<file path="config.mk">
export PLATFORM = sky130hd
export DESIGN_NAME = decode_operand_stage
export DESIGN_NICKNAME = d
export VERILOG_FILES = /design/src/rtl/decode_operand_stage.sv
export SDC_FILE = /design/constraint.sdc
export NUM_CORES = 1
export LEC_CHECK = 0
export CAP_MARGIN = 20
export CORE_MARGIN = 1.5
export CORE_UTILIZATION = 43
export DETAILED_ROUTE_END_ITERATION = 8
export GPL_TIMING_DRIVEN = 0
export SETUP_SLACK_MARGIN = 0.15
export SYNTH_ARGS = -nofsm -noshare
export SYNTH_HDL_FRONTEND = slang
export SYNTH_SLANG_ARGS = --single-unit
</file>
<file path="constraint.sdc">
create_clock -name clk -period 9.5 [get_ports clk]
set_clock_uncertainty 0.2 [all_clocks]
set_input_delay 1.9 -clock clk [delete_from_list [all_inputs] [get_ports clk]]
set_output_delay 1.9 -clock clk [all_outputs]
set_load 0.05 [all_outputs]
</file>
<file path="src/rtl/decode_operand_stage.sv">
// Decode and operand-fetch stage feeding the 16-bit ALU. The stage reads a register file
// with writeback bypass, interlocks RAW/WAW hazards with a busy scoreboard, and holds one output entry.
module decode_operand_stage #(
    parameter int NREGS = 16,
    parameter int DW    = 16
) (
    input  logic          clk,
    input  logic          reset,
    input  logic          in_valid,
    input  logic [15:0]   in_instr,
    output logic          in_ready,
    output logic          out_valid,
    input  logic          out_ready,
    output logic [DW-1:0] a,
    output logic [DW-1:0] b,
    output logic [3:0]    Imm,
    output logic [1:0]    Alu_Control,
    output logic [3:0]    out_rd,
    input  logic          wb_en,
    input  logic [3:0]    wb_addr,
    input  logic [DW-1:0] wb_data,
    output logic          err_illegal
);
    logic [DW-1:0]    r_rf [NREGS];
    logic [NREGS-1:0] r_busy;
    logic             r_out_valid;
    logic [DW-1:0]    r_a;
    logic [DW-1:0]    r_b;
    logic [3:0]       r_imm;
    logic [1:0]       r_alu;
    logic [3:0]       r_rd;
    logic             r_err;

    logic [3:0]       w_op, w_rd, w_rs, w_rt;
    logic             w_legal, w_regreg, w_hazard, w_accept;
    logic [NREGS-1:0] w_wb_clr, w_busy_eff, w_busy_set;
    logic [DW-1:0]    w_rs_val, w_rt_val;

    assign w_op     = in_instr[15:12];
    assign w_rd     = in_instr[11:8];
    assign w_rs     = in_instr[7:4];
    assign w_rt     = in_instr[3:0];
    assign w_legal  = (w_op[3:2] == 2'b00);
    assign w_regreg = w_legal && !w_op[0];

    always_comb begin
        w_wb_clr = '0;
        if (wb_en && wb_addr != 4'd0)
            w_wb_clr[wb_addr] = 1'b1;
    end

    assign w_busy_eff = r_busy & ~w_wb_clr;

    // Source reads see a same-cycle writeback so a stalled consumer issues on the wb edge
    always_comb begin
        w_rs_val = '0;
        w_rt_val = '0;
        if (w_rs != 4'd0)
            w_rs_val = (wb_en && wb_addr == w_rs) ? wb_data : r_rf[w_rs];
        if (w_rt != 4'd0)
            w_rt_val = (wb_en && wb_addr == w_rt) ? wb_data : r_rf[w_rt];
    end

    assign w_hazard = w_legal && (w_busy_eff[w_rs] || w_busy_eff[w_rd] ||
                                  (w_regreg && w_busy_eff[w_rt]));
    assign in_ready = (!r_out_valid || out_ready) && !w_hazard;
    assign w_accept = in_valid && in_ready;

    always_comb begin
        w_busy_set = '0;
        if (w_accept && w_legal && w_rd != 4'd0)
            w_busy_set[w_rd] = 1'b1;
    end

    always_ff @(posedge clk) begin
        if (reset) begin
            for (int i = 0; i < NREGS; i++)
                r_rf[i] <= '0;
            r_busy      <= '0;
            r_out_valid <= 1'b0;
            r_a         <= '0;
            r_b         <= '0;
            r_imm       <= '0;
            r_alu       <= '0;
            r_rd        <= '0;
            r_err       <= 1'b0;
        end else begin
            if (wb_en && wb_addr != 4'd0)
                r_rf[wb_addr] <= wb_data;
            r_busy <= (r_busy & ~w_wb_clr) | w_busy_set;
            if (w_accept && w_legal) begin
                r_out_valid <= 1'b1;
                r_a         <= w_rs_val;
                r_b         <= w_regreg ? w_rt_val : '0;
                r_imm       <= w_rt;
                r_alu       <= {w_op[0], w_op[1]};
                r_rd        <= w_rd;
            end else if (w_accept || out_ready) begin
                r_out_valid <= 1'b0;
            end
            if (w_accept && !w_legal)
                r_err <= 1'b1;
        end
    end

    assign out_valid   = r_out_valid;
    assign a           = r_a;
    assign b           = r_b;
    assign Imm         = r_imm;
    assign Alu_Control = r_alu;
    assign out_rd      = r_rd;
    assign err_illegal = r_err;
endmodule

</file>
==> results.yml <==
run_status:
  status: "completed"
floorplan:
  rows: 72
  boundaryPins: 86
  die_h_um: 202
  die_w_um: 202
  initial_core_util_pct: 43.7
  die_area_sq_um: 40700
  coreArea_sq_um: 38800
timing:
  clock.fmax_ghz: 0.131
  slew_violations: 0
  setup_violations: 0
  worst_slew_pin_slew_ps: 1090
  tns_ps: 0
  relSlewSlack_pct: 27.0
  post-route-min-period_ps: 7660
  rsz0062_at_grt: "false"
  fin_crit_sh_pct: 80.6
  finalHoldViolations: 0
clock_tree:
  cts_hold_buf: 0
  cts_tree: "done"
  clockBufferDepth: 3
  cts_root_buf: "clkbuf_16"
  clk_latency_ps: 550
  clock_sinks: 316
  htreeDepth: 2
  clkTransAtPathRegs_ps: 60
  cts_buffers: 36
  cts_setup_buffers: 0
  ctsResizeCount: 0
critical_path:
  cp_max_fo: 10
  crit_type: "in2out"
  cp.required_ps: 7400
  crit_arrival_ps: 5560
  cp-start-kind: "primary input"
  end_kind: "primary output"
synthesis:
  postSynthAreaPerCell_sq_um: 14.0
  synth_ff_type: "edfxtp_1"
  yosys_warnings: 0
  syn_inst: 1215
  syn_area_sq_um: 17000
  async_reset_ff_share_pct: 0
  synth-seq-cells: 316
  synth_cell_type_count: 51
  yosysSeqAreaShare_pct: 52.4
  synth_edf_count: 256
global_routing:
  antenna_found_initial: 1
  grt_usage_pct: 24.8
  grt_max_degree: 17
  grt_pass1_vias: 11000
  overflow: 0
  grt_pass1_wl_mm: 73.8
route:
  wl_mm: 49.7
  drtAntennaViolNets: 0
  firstDrtPassIters: 5
  avgRoutedWirePerCell_um: 26.1
  drtIter0Drc: 1105
  drc: 0
  vias: 11200
  via_per_inst: 5.85
cells_and_area:
  n_antenna_cell: 0
  final_cell_mix: "256 x edfxtp_1, 241 x and2_1, 161 x mux4_2"
  n_fill_cell: 3319
  area_growth_pct: 17.0
  drive_above_1_share_pct: 20.5
  final_common_cell: "edfxtp_1"
  nNetsFinal: 1402
pwr:
  powerDensity_nw_per_um2: 172
  power_mw: 3.42
  irDropWorstVdd_mv: 0.0950
  p_leak_nw: 6.99
placed_design:
  gp_congestion: 0.904
  hpwl_mm: 38.0
  io_buffers: 76
min_path:
  hold_class: "reg2reg"
job:
  maxCapViolations: 0
## final cells by class
class | instances | area, sq um | area share (%)
inverter | 11 | 41.3 | 0.208
timing repair buffer | 93 | 1010 | 5.07
multi-input combinational | 792 | 7690 | 38.7
clock buffer | 56 | 1010 | 5.07
buffer | 111 | 445 | 2.24
tap | 518 | 648 | 3.27
clock inverter | 9 | 123 | 0.618
sequential | 316 | 8890 | 44.8
## per-layer routing
| layer | vias up | global-route usage, % | wire, um |
|---|---|---|---|
| met5 | - | 0 | 18 |
| met2 | 527 | 37.2 | 22200 |
| li1 | 4901 | - | - |
| met4 | 2 | 6.90 | 1190 |
| met1 | 5641 | 36.4 | 21400 |
| met3 | 79 | 5.54 | 4790 |
## sequential cells by signal (all words and copies together) (netlist names)
| register | flops |
|---|---|
| err_illegal | 1 |
| out_rd | 4 |
| r_rf | 256 |
| a | 16 |
| Alu_Control | 2 |
| r_busy | 16 |
| Imm | 4 |
| b | 16 |
| out_valid | 1 |
## critical path, cell delays in order
cell	delay, ps
clkdlybuf4s50_1	520
buf_2	290
nand3_1	390
o21ai_0	660
nor3b_1	120
nor4_1	340
a211o_1	230
nand3_1	100
a21boi_0	180
clkdlybuf4s50_1	820
## Yosys cell counts, types with 2 or more instances
master	number	area, sq um
nand4_1	8	50.1
nand2b_1	9	56.3
xnor2_1	2	17.5
a21oi_1	10	50.1
and2_1	241	1510
o21ai_0	22	110
buf_1	16	60.1
mux2_2	34	383
o41ai_1	4	35.0
o41ai_2	2	32.5
nor3_1	6	30.0
mux2i_1	42	420
o22ai_1	8	50.1
o211ai_1	10	75.1
clkbuf_1	81	304
o32ai_1	5	43.8
inv_1	10	37.5
a211oi_1	2	15.0
buf_2	11	55.1
nand2_1	52	195
mux4_2	161	3630
edfxtp_1	256	7690
buf_4	2	15.0
nor2_1	65	244
or3_1	3	18.8
o2111ai_1	6	52.6
dfxtp_1	60	1200
and3_1	3	18.8
o221ai_1	4	35.0
nand3_1	14	70.1
xor2_1	6	52.6
nor2b_1	37	231
a211o_1	3	26.3
nand3b_1	3	22.5
## final timing paths
path	startpoint	to	slack (ps)	cells past startpoint
worst max-delay path	wb_addr[2]	in_ready	1840	10
worst min-delay path	out_rd[2]$_SDFFE_PP0P_	out_rd[2]$_SDFFE_PP0P_	260	2
worst max register to register	r_busy[15]$_SDFF_PP0_	r_busy[15]$_SDFF_PP0_	6780	8
worst min register to register	out_rd[2]$_SDFFE_PP0P_	out_rd[2]$_SDFFE_PP0P_	260	2
## per-stage QoR
| stage | hold slack (ps) | utilization, % | std cells | worst slack, ps | area (sq um) |
|---|---|---|---|---|---|
| 6_report | 260 | 51.1 | 1906 | 1840 | 19800 |
| 5_1_grt | 283 | 51.1 | 1906 | 1750 | 19800 |
| 4_1_cts | 267 | 51.1 | 1905 | 1960 | 19800 |
| 3_5_place_dp | 258 | 48.2 | 1840 | 1980 | 18700 |
| 3_3_place_gp | 246 | 47.5 | 1824 | 2060 | 18400 |
| 2_1_floorplan | 256 | - | 1230 | 2790 | 17000 |
## logic make-up (layout without fill, tap and decap cells)
group                     after synthesis  after routing  synth area share [%]
and+or+nand+nor                       447            447                  14.7
muxes                                 237            237                  26.1
AOI/OAI and AO/OA                      84             84                  3.53
xor gates and xnor gates                8              8                 0.413
DFF                                   316            316                  52.4
other                                   1             16                0.0221
buffers and inverters                 122            280                  2.87
## report_power, final
part | switching (mW) | internal, mW
combinational | 0.257 | 0.198
clock | 0.567 | 0.791
sequential | 0.0363 | 1.57
total | 0.859 | 2.56
(Power assumes the default switching activity.)
==> variant 1, RTL diff (same flow settings) <==
Set the parameter `DW` to 32 (it was 16).
--- a/src/rtl/decode_operand_stage.sv
+++ b/src/rtl/decode_operand_stage.sv
@@ -2,7 +2,7 @@
 // with writeback bypass, interlocks RAW/WAW hazards with a busy scoreboard, and holds one output entry.
 module decode_operand_stage #(
     parameter int NREGS = 16,
-    parameter int DW    = 16
+    parameter int DW    = 32
 ) (
     input  logic          clk,
     input  logic          reset,
Interface: changed (resized a, b and wb_data); port bits go from 86 to 134. No check against the original RTL was run, so the function may have changed too.
==> variant 1 against the unedited design <==
Critical path depth up 1; routed wire length up 110%; setup slack worse by 0.15 ns; utilization about the same; sequential share of layout area up 1.4 points; die area up 85%; cell area up 88%; first-iteration DRC count up 140%; register-to-register slack worse by 0.15 ns; sequential cell count up 288; synthesized area up 87%; power up 89%.
==> variant 1: results (changes against the unedited design) <==
- Multi-input gate area: 13800 um^2 (was 7690 um^2)
- EDFF count, synth: 512 (was 256)
* Per-cell routed wire length: 30.3 um (was 26.1 um)
* CTS sink cnt: 604 (was 316)
- Total track usage: 28.2% (was 24.8%)
- The antenna diode instance count came to 1 (was 0).
- The depth of the CTS H-tree was 3 (was 2).
- The number of buffers added by the clock tree synthesis step is 68 (was 36).
- The number of I/O port buffers is 123 (was 76).
- The area share of xor/xnor cells in the synthesized design is 0.221% (was 0.413%).
* Internal Dissipation: 0.00484 W (was 0.00256 W)
* Cell leakage power: 12.8 nW (was 6.99 nW)
- Outcome: completed (unchanged)
- The met1 track demand over resource is 38.4% (was 36.4%).
- The endpoint of the worst-slack reg-to-reg timing path is a[12] (was r_busy[15]).
- Hold worst-path end: Alu_Control[0] (was out_rd[2])
- The flip-flop count of the largest register after layout is 512 (was 256).
* Register-to-register setup slack: 6.63 ns (was 6.78 ns)
- Number of distinct library cells after synthesis: 50 (was 51)
- Register share of total power: 47.8% (was 47.0%)
* Antenna violations before repair: 5 (was 1)
* Post-detailed-placement half-perimeter wirelength: 74500 um (was 38000 um)
* Pre-CTS WS: 1.75 ns (was 1.98 ns)
- Maximum number of pins on one net before global-route repair: 22 (was 17)
* Post-Route WL: 105000 um (was 49700 um)
- Routability congestion estimate from global placement: 0.863 (was 0.904)
- The global-route wire length before repair came to 149000 um (was 73800 um).
- The worst hold slack across all endpoints was 0.256 ns (was 0.260 ns).
* Total die area: 75300 um^2 (was 40700 um^2)
- The relative max-transition margin came to 21.6% (was 27.0%).
* Met2 usage: 45.7% (was 37.2%)
- The startpoint of the lowest-slack register-to-register path is r_busy[11] (was r_busy[15]).
==> variant 1: power groups by stage <==
stage               Clock, W  Combinational, W  Sequential (W)
detailed placement         0          0.000814         0.00314
floorplan                  0          0.000479         0.00314
finish               0.00254          0.000829         0.00309
global route         0.00267          0.000863         0.00310
global placement           0          0.000763         0.00315
CTS                  0.00257          0.000817         0.00309
==> variant 1: critical path: stages <==
cell                              delay (ns)
sky130_fd_sc_hd__clkdlybuf4s50_1        0.54
sky130_fd_sc_hd__buf_2                  0.29
sky130_fd_sc_hd__nand3b_1               0.47
sky130_fd_sc_hd__o21ai_0                0.74
sky130_fd_sc_hd__nor2_1                 0.08
sky130_fd_sc_hd__nor2_1                 0.19
sky130_fd_sc_hd__o311ai_0               0.26
sky130_fd_sc_hd__nor2_1                 0.23
sky130_fd_sc_hd__a21oi_1                0.09
sky130_fd_sc_hd__nor2_1                 0.10
sky130_fd_sc_hd__clkdlybuf4s50_1        0.81
==> variant 2, RTL diff (config.mk and constraints unchanged) <==
Without the edit above. Put one more register stage on the output `err_illegal`, with the module's reset. The value now appears one clock later. The other outputs are not delayed to match.
--- a/src/rtl/decode_operand_stage.sv
+++ b/src/rtl/decode_operand_stage.sv
@@ -109,6 +109,12 @@
     assign Imm         = r_imm;
     assign Alu_Control = r_alu;
     assign out_rd      = r_rd;
-    assign err_illegal = r_err;
+    always_ff @(posedge clk) begin
+        if (reset) begin
+            err_illegal <= '0;
+        end else begin
+            err_illegal <= r_err;
+        end
+    end
 endmodule
 
Behaviour: not the same (Yosys sat finds a counterexample within 4 cycles, from zero or initial values and one cycle with reset high).
==> variant 2 against the unedited design <==
Power down 0.22%; cell area down 0.13%; highest routed layer is now met4; largest power group unchanged; sequential share of layout area is 0.16 points higher; synthesized area increased by 0.82%; setup slack better by 0.20 ns; sequential cell count increased by 1; combinational power is 4.4% lower; largest cell class unchanged; routed wire length is 6.8% lower; via count down 4.2%; critical path type unchanged; final cell count fell by 2.4%.
==> variant 2: results (changes against the unedited design) <==
- The latest clock arrival within the worst-skew pair is 0.55 ns (about the same).
- Count of routing violations after the opening detailed-route iteration: 914 (was 1105)
- The hold buffer count at CTS was 0 (unchanged).
- Number of cells after detailed placement: 1796 (was 1840)
- Clock Tree Buf Depth: 3 (unchanged)
- Cts bufs inserted: 37 (was 36)
- The startpoint of the lowest-slack register-to-register path was r_busy[3] (was r_busy[15]).
* IR Drop Worst-Case VDD: 110 uV (was 95.0 uV)
- Register-to-register setup slack: 6.71 ns (was 6.78 ns)
- Hold worst-path end: Imm[2] (was out_rd[2])
- Per-cell routed wire length: 24.9 um (was 26.1 um)
- The startpoint of the worst hold path was Imm[2] (was out_rd[2]).
- The number of distinct standard cells referenced by the synthesized netlist is 60 (was 51).
- Placed instance area: 18700 um^2 (about the same)
- Actual transition at the worst max-transition pin: 0.972 ns (was 1.09 ns)
- The combined global-route utilization of all metal layers was 23.0% (was 24.8%).
- The number of I/O port buffers is 75 (was 76).
- Avg Synthesized Cell Area: 14.5 um^2 (was 14.0 um^2)
- H-tree lvl count: 2 (unchanged)
- The pre-CTS setup slack is 2.07 ns (was 1.98 ns).
- Global-route wire length before repair: 69800 um (was 73800 um)
- Top area cells in the synthesized netlist: sky130_fd_sc_hd__edfxtp_1 (45%), sky130_fd_sc_hd__mux4_2 (21%), sky130_fd_sc_hd__and2_1 (8.8%), sky130_fd_sc_hd__dfxtp_1 (7.1%), sky130_fd_sc_hd__mux2i_1 (2.9%) (was sky130_fd_sc_hd__edfxtp_1 (45%), sky130_fd_sc_hd__mux4_2 (21%), sky130_fd_sc_hd__and2_1 (8.9%), sky130_fd_sc_hd__dfxtp_1 (7.1%), sky130_fd_sc_hd__mux2i_1 (2.5%)).
- Layout cell share with drive strength beyond 1: 22.3% (was 20.5%)
* Largest Register: r_rf (unchanged)
* Detailed-route via count: 10679 (was 11150)
* Routability congestion estimate from global placement: 0.906 (was 0.904)
- Top cells by instance count after synthesis: sky130_fd_sc_hd__edfxtp_1 (256), sky130_fd_sc_hd__and2_1 (241), sky130_fd_sc_hd__mux4_2 (162) (was sky130_fd_sc_hd__edfxtp_1 (256), sky130_fd_sc_hd__and2_1 (241), sky130_fd_sc_hd__mux4_2 (161)).
- The leakage power came to 7.05 nW (was 6.99 nW).
- The sequential-to-total area share from yosys stat was 52.1% (was 52.4%).
* Count of fill cells added during filler insertion: 3371 (was 3319)
* Terminus of the critical flop-to-flop path: b[4] (was r_busy[15])
- The non-filler instance count after layout was 1861 (was 1906).
* Layout Nets: 1358 (was 1402)
- The flip-flop count of the largest register after layout is 256 (unchanged).
* Post-detailed-placement half-perimeter wirelength: 35800 um (was 38000 um)
* Outcome: completed (unchanged)
* Worst Reg-to-Reg Cells: 8 (unchanged)
- Asr flop ratio synth: 0% (unchanged)
- The number of synthesis warnings came to 0 (unchanged).
[variant 2: worst max path at each step]
stage,startpoint,end,slack (ns),cells past startpoint
after floorplan,wb_addr[0],in_ready,2.86,9
after global placement,in_instr[4],in_ready,2.14,9
after detailed placement,in_instr[4],in_ready,2.07,9
after CTS,in_instr[4],in_ready,2.07,9
after global routing,in_instr[4],in_ready,1.82,9
final,in_instr[4],in_ready,2.04,9
[variant 2: layout make-up]
class / count / share of cell area [%]
antenna: 1 / 0.0126
buffer: 109 / 2.40
clock buffer: 50 / 5.38
clock inverter: 14 / 0.473
inverter: 6 / 0.114
multi-input combinational: 766 / 39.3
sequential: 317 / 44.9
tap: 518 / 3.27
timing repair buffer: 80 / 4.12
[variant 2: per-stage QoR]
stage          power [W]  util (%)  hold WS (ns)
6_report         0.00341      50.9         0.255
5_1_grt          0.00352      50.9         0.280
4_1_cts          0.00343      50.9         0.263
3_5_place_dp     0.00207      47.9         0.252
3_3_place_gp     0.00206      47.7         0.243
2_1_floorplan    0.00191         -         0.229
[variant 2: routing by layer]
metal	vias up	GRT usage, %	wire [um]
met4	0	4.97	792
met3	61	3.69	3540
met2	421	35.7	21200
met1	5444	34.3	20700
met5	-	0	0
li1	4753	-	-
[variant 2: kinds of logic (layout without fill, tap and decap cells)]
logic type / Yosys count / after routing / share of synthesized area (%)
xor gates and xnor gates: 8 / 8 / 0.410
other: 1 / 17 / 0.0219
buffers and inverters: 115 / 259 / 2.91
AOI/OAI and AO/OA: 75 / 75 / 3.28
and+or+nand+nor: 423 / 423 / 14.3
muxes: 244 / 244 / 27.0
DFF: 317 / 317 / 52.1
[variant 2: where the power goes]
group          switching, W  total, W  internal, W
registers         0.0000362   0.00161      0.00158
logic              0.000241  0.000434     0.000193
clock network      0.000576   0.00137     0.000789
total              0.000853   0.00341      0.00256
[variant 2: worst min-delay path, stage by stage, from the launching register on]
cell and delay (ns):
sky130_fd_sc_hd__dfxtp_1 0.31, sky130_fd_sc_hd__nand2_1 0.05, sky130_fd_sc_hd__mux2i_1 0.05
